<file path="config.mk">
export PLATFORM = sky130hd
export DESIGN_NAME = riscv_muldiv_unit
export DESIGN_NICKNAME = d
export VERILOG_FILES = /design/src/rtl/riscv_muldiv_unit.sv
export SDC_FILE = /design/constraint.sdc
export NUM_CORES = 1
export LEC_CHECK = 0
export CORE_UTILIZATION = 56
export DETAILED_ROUTE_END_ITERATION = 8
export PLACE_DENSITY = 0.76
export SYNTH_ARGS = -nofsm -noshare
export SYNTH_HDL_FRONTEND = slang
export SYNTH_SLANG_ARGS = --single-unit
</file>
<file path="constraint.sdc">
create_clock -name clk -period 5.4 [get_ports clk]
set_clock_uncertainty 0.2 [all_clocks]
set_input_delay 0.54 -clock clk [delete_from_list [all_inputs] [get_ports clk]]
set_output_delay 0.54 -clock clk [all_outputs]
set_load 0.01 [all_outputs]
</file>
<file path="src/rtl/riscv_muldiv_unit.sv">
// riscv_muldiv_unit: iterative RV32M multiply/divide unit for the execute stage.
// A radix-2 shift-add multiplier and a restoring divider share one 64-bit
// accumulator and use one bit per cycle. Division by zero and signed
// overflow finish without iterating.
//
// Optional build macro: MULDIV_FAST_MUL_EN. When it is defined, multiplies
// use a single-cycle combinational product and go straight to DONE.
//
// Ports:
//   clk, rst_n           clock (rising edge), async active-low reset
//   in_valid / in_ready  request handshake (op, a, b sampled on accept)
//   op                   funct3 (MUL, MULH, MULHSU, MULHU, DIV, DIVU, REM, REMU)
//   a, b                 rs1 / rs2 operands
//   flush                kills the in-flight op, blocks accept while high
//   out_valid/out_ready  result handshake
//   result               32-bit result, held in DONE until transfer
//   busy                 state is not IDLE
//
// state | meaning
// IDLE  | waiting for a request
// CALC  | one multiply/divide bit per cycle, 32 cycles
// DONE  | result valid, waiting for out_ready
module riscv_muldiv_unit #(
    parameter int XLEN  = 32,
    parameter int CNT_W = 6
) (
    input  logic            clk,
    input  logic            rst_n,
    input  logic            in_valid,
    output logic            in_ready,
    input  logic [2:0]      op,
    input  logic [XLEN-1:0] a,
    input  logic [XLEN-1:0] b,
    input  logic            flush,
    output logic            out_valid,
    input  logic            out_ready,
    output logic [XLEN-1:0] result,
    output logic            busy
);

    typedef enum logic [1:0] {IDLE, CALC, DONE} state_t;

    state_t              state_q, state_d;
    logic [CNT_W-1:0]    cnt_q, cnt_d;
    logic [2:0]          op_q, op_d;
    logic                neg_q, neg_d;
    logic [2*XLEN-1:0]   acc_q, acc_d;
    logic [XLEN-1:0]     mcand_q, mcand_d;
    logic [XLEN-1:0]     result_q, result_d;

    logic                is_div, sgn_a, sgn_b, b_zero, div_ovf, special;
    logic [XLEN-1:0]     a_mag, b_mag, special_res;
    logic [XLEN:0]       mul_sum, div_shl, div_trial;
    logic [2*XLEN-1:0]   step, step_neg;
    logic [XLEN-1:0]     div_val, final_res;
`ifdef MULDIV_FAST_MUL_EN
    logic [2*XLEN-1:0]   fast_prod;
    logic [XLEN-1:0]     fast_res;
`endif

    // Operand decode for a new request.
    always_comb begin
        is_div = op[2];
        sgn_a  = a[XLEN-1] & (is_div ? ~op[0] : (op == 3'b001 || op == 3'b010));
        sgn_b  = b[XLEN-1] & (is_div ? ~op[0] : (op == 3'b001));
        a_mag  = sgn_a ? -a : a;
        b_mag  = sgn_b ? -b : b;
        b_zero  = (b == '0);
        div_ovf = is_div & ~op[0] & (a == {1'b1, {(XLEN-1){1'b0}}}) & (b == '1);
        special = is_div & (b_zero | div_ovf);
        if (b_zero) special_res = op[1] ? a : '1;
        else        special_res = op[1] ? '0 : {1'b1, {(XLEN-1){1'b0}}};
    end

`ifdef MULDIV_FAST_MUL_EN
    // 33-bit sign-extended operands; the product is taken modulo 2^64.
    always_comb begin
        fast_prod = $signed({sgn_a, a}) * $signed({sgn_b, b});
        fast_res  = (op[1:0] == 2'b00) ? fast_prod[XLEN-1:0] : fast_prod[2*XLEN-1:XLEN];
    end
`endif

    // One iteration step. acc holds {product_hi, multiplier} for multiply
    // and {remainder, dividend/quotient} for divide.
    always_comb begin
        mul_sum   = {1'b0, acc_q[2*XLEN-1:XLEN]} + (acc_q[0] ? {1'b0, mcand_q} : '0);
        div_shl   = acc_q[2*XLEN-1:XLEN-1];
        div_trial = div_shl - {1'b0, mcand_q};
        if (!op_q[2])             step = {mul_sum, acc_q[XLEN-1:1]};
        else if (!div_trial[XLEN]) step = {div_trial[XLEN-1:0], acc_q[XLEN-2:0], 1'b1};
        else                      step = {div_shl[XLEN-1:0], acc_q[XLEN-2:0], 1'b0};

        step_neg  = neg_q ? -step : step;
        div_val   = op_q[1] ? step[2*XLEN-1:XLEN] : step[XLEN-1:0];
        if (!op_q[2])
            final_res = (op_q[1:0] == 2'b00) ? step_neg[XLEN-1:0] : step_neg[2*XLEN-1:XLEN];
        else
            final_res = neg_q ? -div_val : div_val;
    end

    always_comb begin
        state_d  = state_q;
        cnt_d    = cnt_q;
        op_d     = op_q;
        neg_d    = neg_q;
        acc_d    = acc_q;
        mcand_d  = mcand_q;
        result_d = result_q;
        case (state_q)
            IDLE: begin
                if (in_valid && in_ready) begin
                    op_d  = op;
                    cnt_d = '0;
                    // Remainder follows the dividend sign; everything else follows sign xor.
                    neg_d = (is_div && op[1]) ? sgn_a : (sgn_a ^ sgn_b);
                    if (special) begin
                        result_d = special_res;
                        state_d  = DONE;
                    end
`ifdef MULDIV_FAST_MUL_EN
                    else if (!is_div) begin
                        result_d = fast_res;
                        state_d  = DONE;
                    end
`endif
                    else begin
                        acc_d   = {{XLEN{1'b0}}, (is_div ? a_mag : b_mag)};
                        mcand_d = is_div ? b_mag : a_mag;
                        state_d = CALC;
                    end
                end
            end
            CALC: begin
                if (flush) begin
                    state_d = IDLE;
                end else begin
                    acc_d = step;
                    cnt_d = cnt_q + 1'b1;
                    if (cnt_q == CNT_W'(XLEN-1)) begin
                        result_d = final_res;
                        state_d  = DONE;
                    end
                end
            end
            DONE: begin
                if (flush || out_ready) state_d = IDLE;
            end
            default: state_d = IDLE;
        endcase
    end

    always_ff @(posedge clk or negedge rst_n) begin
        if (!rst_n) begin
            state_q  <= IDLE;
            cnt_q    <= '0;
            op_q     <= '0;
            neg_q    <= 1'b0;
            acc_q    <= '0;
            mcand_q  <= '0;
            result_q <= '0;
        end else begin
            state_q  <= state_d;
            cnt_q    <= cnt_d;
            op_q     <= op_d;
            neg_q    <= neg_d;
            acc_q    <= acc_d;
            mcand_q  <= mcand_d;
            result_q <= result_d;
        end
    end

    assign in_ready  = (state_q == IDLE) && !flush;
    assign out_valid = (state_q == DONE);
    assign busy      = (state_q != IDLE);
    assign result    = result_q;

endmodule

</file>
==> impl_results.html <==
<table>
<tr><th>Metric</th><th>Value</th></tr>
<tr><th colspan="2">Clocking</th></tr>
<tr><td>Number of hold buffers added after CTS</td><td>0</td></tr>
<tr><td>Clock latency reported for the late side of the worst-skew pair</td><td>0.47 ns</td></tr>
<tr><td>Level count of the clock H-tree</td><td>4</td></tr>
<tr><td>Total clock buffers created by CTS</td><td>17</td></tr>
<tr><td>Sink Count</td><td>140</td></tr>
<tr><td>TritonCTS clock tree</td><td>yes</td></tr>
<tr><td>Clock slew at reported path FFs</td><td>0.07 ns</td></tr>
<tr><td>Number of buffers on the longest clock path</td><td>2</td></tr>
<tr><td>Buffer cell driving the clock tree root</td><td>sky130_fd_sc_hd__clkbuf_16</td></tr>
<tr><th colspan="2">Die</th></tr>
<tr><td>Placeable core region</td><td>30700 um^2</td></tr>
<tr><td>Effective utilization at floorplan</td><td>57.1%</td></tr>
<tr><td>DIE AREA</td><td>32100 um^2</td></tr>
<tr><td># rows</td><td>64</td></tr>
<tr><td>Die extent in x</td><td>179 um</td></tr>
<tr><td>Top-level port count</td><td>107</td></tr>
<tr><td>Die height</td><td>179 um</td></tr>
<tr><th colspan="2">Pwr</th></tr>
<tr><td>Int Pwr</td><td>6.77 mW</td></tr>
<tr><td>Fraction of power consumed by the clock network</td><td>8.2%</td></tr>
<tr><td>Sequential share of power</td><td>14.1%</td></tr>
<tr><td>Psw</td><td>9.02 mW</td></tr>
<tr><td>Total leakage power</td><td>8.37 nW</td></tr>
<tr><td>Power per cell area</td><td>768 nW/um^2</td></tr>
<tr><td>Peak supply drop</td><td>0.504 mV</td></tr>
<tr><td>Sw frac</td><td>57.1%</td></tr>
<tr><td>Part of the total power dissipated in combinational logic</td><td>77.7%</td></tr>
<tr><th colspan="2">Logic synthesis</th></tr>
<tr><td>Cells after Synth</td><td>2428</td></tr>
<tr><td>Top post-synthesis cells by count</td><td>265 x sky130_fd_sc_hd__nand2_1, 251 x sky130_fd_sc_hd__o21ai_0, 248 x sky130_fd_sc_hd__nor2_1</td></tr>
<tr><td>Yosys warning total</td><td>0</td></tr>
<tr><td>Post-synth EDFFs</td><td>0</td></tr>
<tr><td>Post-synth ARST share</td><td>100%</td></tr>
<tr><td>Cell accounting for the most synthesized area</td><td>sky130_fd_sc_hd__dfrtp_1</td></tr>
<tr><td>Prevailing post-synth register cell</td><td>sky130_fd_sc_hd__dfrtp_1</td></tr>
<tr><td>Mean instance size in the synthesized netlist</td><td>7.23 um^2</td></tr>
<tr><td>Post-synthesis sequential area ratio</td><td>19.9%</td></tr>
<tr><td>Most area-consuming cells after synthesis</td><td>sky130_fd_sc_hd__dfrtp_1 20%, sky130_fd_sc_hd__o21ai_0 7.2%, sky130_fd_sc_hd__nand2_1 5.7%</td></tr>
<tr><td>Area share of the leading cell type in the synthesized netlist</td><td>19.9%</td></tr>
<tr><td>Number of nets in the synthesized netlist</td><td>2572</td></tr>
<tr><td>Leading cell type by number of instances after synthesis</td><td>sky130_fd_sc_hd__nand2_1</td></tr>
<tr><td>Flip-flop and latch count after synthesis</td><td>140</td></tr>
<tr><td>Post-Syn Area</td><td>17600 um^2</td></tr>
<tr><td>Synth cell types</td><td>106</td></tr>
<tr><th colspan="2">GRT</th></tr>
<tr><td>GRT Resource Usage Total</td><td>50.4%</td></tr>
<tr><td>Maximum number of pins on one net before global-route repair</td><td>99</td></tr>
<tr><td>Grt total ovfl</td><td>0</td></tr>
<tr><td>Wire length of the first global-routing pass</td><td>119000 um</td></tr>
<tr><td>Initial antenna violation count</td><td>3</td></tr>
<tr><td>Vias in the first global route</td><td>19400</td></tr>
<tr><th colspan="2">Place</th></tr>
<tr><td>Total of buffers placed on input and output ports</td><td>106</td></tr>
<tr><td>Weighted congestion reported at the end of routability-driven placement</td><td>1.05</td></tr>
<tr><td>Cell Count Post-Placement</td><td>2936</td></tr>
<tr><td>DP Wirelength</td><td>63600 um</td></tr>
<tr><td>Cell area after placement</td><td>19800 um^2</td></tr>
<tr><th colspan="2">Route</th></tr>
<tr><td>Drt wl/cell</td><td>27.4 um</td></tr>
<tr><td>Post-route DRC</td><td>5</td></tr>
<tr><td>Via-to-Cell Ratio</td><td>7.18</td></tr>
<tr><td>Initial DRC Count</td><td>3170</td></tr>
<tr><td>Number of optimization iterations in the first detailed-route pass</td><td>9</td></tr>
<tr><td>Final antenna-violating net count</td><td>0</td></tr>
<tr><td>Total number of vias</td><td>21300</td></tr>
<tr><td>Routed WL</td><td>81300 um</td></tr>
<tr><th colspan="2">Run</th></tr>
<tr><td>Max-Cap Viols</td><td>0</td></tr>
<tr><th colspan="2">Cells and area</th></tr>
<tr><td>Synthesis-to-finish area growth</td><td>17.1%</td></tr>
<tr><td>Final Instance Area</td><td>20600 um^2</td></tr>
<tr><td>Nets</td><td>2705</td></tr>
<tr><td>Post-route non-filler standard cell count</td><td>2970</td></tr>
<tr><td>Layout fillers</td><td>2717</td></tr>
<tr><td>Fraction of final layout cells sized beyond drive strength 1</td><td>11.8%</td></tr>
<tr><td>Antenna Cells</td><td>0</td></tr>
<tr><th colspan="2">Timing</th></tr>
<tr><td>Slew Limit Headroom</td><td>18.8%</td></tr>
<tr><td>Total setup violations reported at the end of the flow</td><td>0</td></tr>
<tr><td>Number of pins with negative max-slew slack in the final report</td><td>0</td></tr>
<tr><td>Period Utilization, post-route</td><td>98.6%</td></tr>
<tr><td>Maximum clock rate</td><td>188 MHz</td></tr>
<tr><td>Count of endpoints failing hold in the final timing report</td><td>0</td></tr>
<tr><td>Worst hold slack</td><td>0.00193 ns</td></tr>
<tr><td>Pin slew with the least headroom to its limit</td><td>1.21 ns</td></tr>
<tr><td>Min Clock Period, post-route</td><td>5.33 ns</td></tr>
<tr><th colspan="2">Run status</th></tr>
<tr><td>Failing checks</td><td>DRC</td></tr>
<tr><td>Status</td><td>finished, violations left</td></tr>
<tr><th colspan="2">Worst setup path</th></tr>
<tr><td>Kind of critical path</td><td>reg2reg</td></tr>
<tr><td>Arrival time of the worst setup path</td><td>5.53 ns</td></tr>
<tr><td>Required time at the worst-slack endpoint</td><td>5.61 ns</td></tr>
<tr><td>Worst setup EP type</td><td>flip-flop</td></tr>
<tr><td>Critical-path cell with the highest stage delay</td><td>sky130_fd_sc_hd__dfrtp_1</td></tr>
<tr><td>Largest stage delay on the critical path</td><td>0.39 ns</td></tr>
<tr><td>Maximum fanout count along the critical path</td><td>7</td></tr>
<tr><td>Reg2Reg Depth</td><td>24</td></tr>
<tr><td>Critical Path Source Type</td><td>flip-flop</td></tr>
<tr><td>Ordered cell list for the critical path</td><td>inv_1 &gt; ha_1 &gt; inv_1 &gt; fa_2 &gt; a211oi_4 &gt; o21a_1 &gt; a2111o_1 &gt; a21boi_4 &gt; o31ai_4 &gt; nor2_1 &gt; nor2_1 &gt; ha_1 &gt; o21ai_1 &gt; nor2_1 &gt; nand4_1 &gt; or2_4 &gt; a31oi_1 &gt; nor4b_4 &gt; nand4_2 &gt; buf_4 &gt; o41ai_1 &gt; xor2_1 &gt; nand3_1 &gt; nand3_1</td></tr>
<tr><td>Critical path's most frequent cell</td><td>sky130_fd_sc_hd__nor2_1</td></tr>
<tr><th colspan="2">Hold path</th></tr>
<tr><td>Classification of the worst-slack hold path</td><td>in2async</td></tr>
</table>
critical path: cells and delay by family (launching register included):
kind	cells	cell delay [ns]
AOI/OAI and AO/OA	8	1.78
xor gates and xnor gates	1	0.19
adders and majority gates	3	0.77
buffers and inverters	3	0.36
DFF	1	0.39
and+or+nand+nor	9	1.57
per-layer routing:
layer  vias up  part of all wire (%)  global-route usage, %
met5         -                 0.048                      0
met4         6                   8.7                   38.2
met3       393                    13                   15.8
met2      1677                    41                   73.8
met1      9995                    37                   61.6
li1       9261                     -                      -
state kept, by name, indices dropped and copies added, names as in the netlist:
register	count
acc_q	64
mcand_q	32
result	32
cnt_q	6
op_q	3
state_q	2
neg_q	1
repair_timing:
action,CTS,global route
setup endpoints to repair,9,22
resized for setup,2,19
buffers inserted,0,2
pin swaps,0,8
worst paths after layout:
path	from	to	slack, ns
min reg2reg	mcand_q[24]	mcand_q[24]	0.30
min	rst_n	mcand_q[27]	0.002
max reg2reg	acc_q[31]	result[28]	0.07
min in group clk	mcand_q[24]	mcand_q[24]	0.30
max in group asynchronous	rst_n	acc_q[3]	3.77
max	acc_q[31]	result[28]	0.07
kinds of logic (layout without fill, tap and decap cells):
logic type      count (synthesis)  after routing  synth area share, %
mux                            93             93                 5.59
xor+xnor                      158            158                 7.88
simple gates                  882            882                 24.4
flops                         140            140                 19.9
buf+inv                       219            365                 4.93
fa+ha+maj                      72             72                 5.22
compound gates                864            864                 32.1
through the flow:
stage / TNS [ns] / power (mW) / util, % / worst slack, ns
after floorplan: 0 / 9.32 / - / 0.0502
after global placement: 0 / 13.5 / 64.5 / 0.231
after detailed placement: -0.00397 / 13.7 / 64.5 / -0.00397
after CTS: 0 / 15.1 / 66.5 / 0.0132
after global routing: -0.357 / 16.5 / 66.9 / -0.0657
final: 0 / 15.8 / 66.9 / 0.0737
area by class of cell:
| type | count | area, um^2 | share of cell area (%) |
|---|---|---|---|
| well taps | 396 | 495 | 2.41 |
| repair buffers | 267 | 2360 | 11.5 |
| clock buffers | 18 | 439 | 2.14 |
| inverters | 66 | 248 | 1.20 |
| clock inverters | 14 | 168 | 0.815 |
| multi-input cells | 2069 | 13400 | 64.9 |
| flip-flops and latches | 140 | 3510 | 17.1 |
power groups by stage:
| stage | Clock, mW | Combinational (mW) | Sequential, mW |
|---|---|---|---|
| 2_1_floorplan | 0 | 7.40 | 1.91 |
| 3_3_place_gp | 0 | 11.4 | 2.18 |
| 3_5_place_dp | 0 | 11.5 | 2.20 |
| 4_1_cts | 1.28 | 11.6 | 2.18 |
| 5_1_grt | 1.32 | 12.9 | 2.24 |
| 6_report | 1.30 | 12.3 | 2.22 |
cells in the final DEF (no fill, tap or decap), drive strengths merged, types with 30 or more instances in the layout:
cell / n
dfrtp: 140
xor2: 78
mux2: 30
and2: 51
nand2: 265
nor3: 75
o21ai: 265
mux2i: 62
nor2: 249
ha: 70
nand3: 50
nand4: 39
xnor2: 80
o31ai: 34
inv: 67
buf: 163
a31oi: 57
a211oi: 50
a21oi: 196
clkdlybuf4s50: 104
No activity file was read; power rests on OpenSTA's default activity.
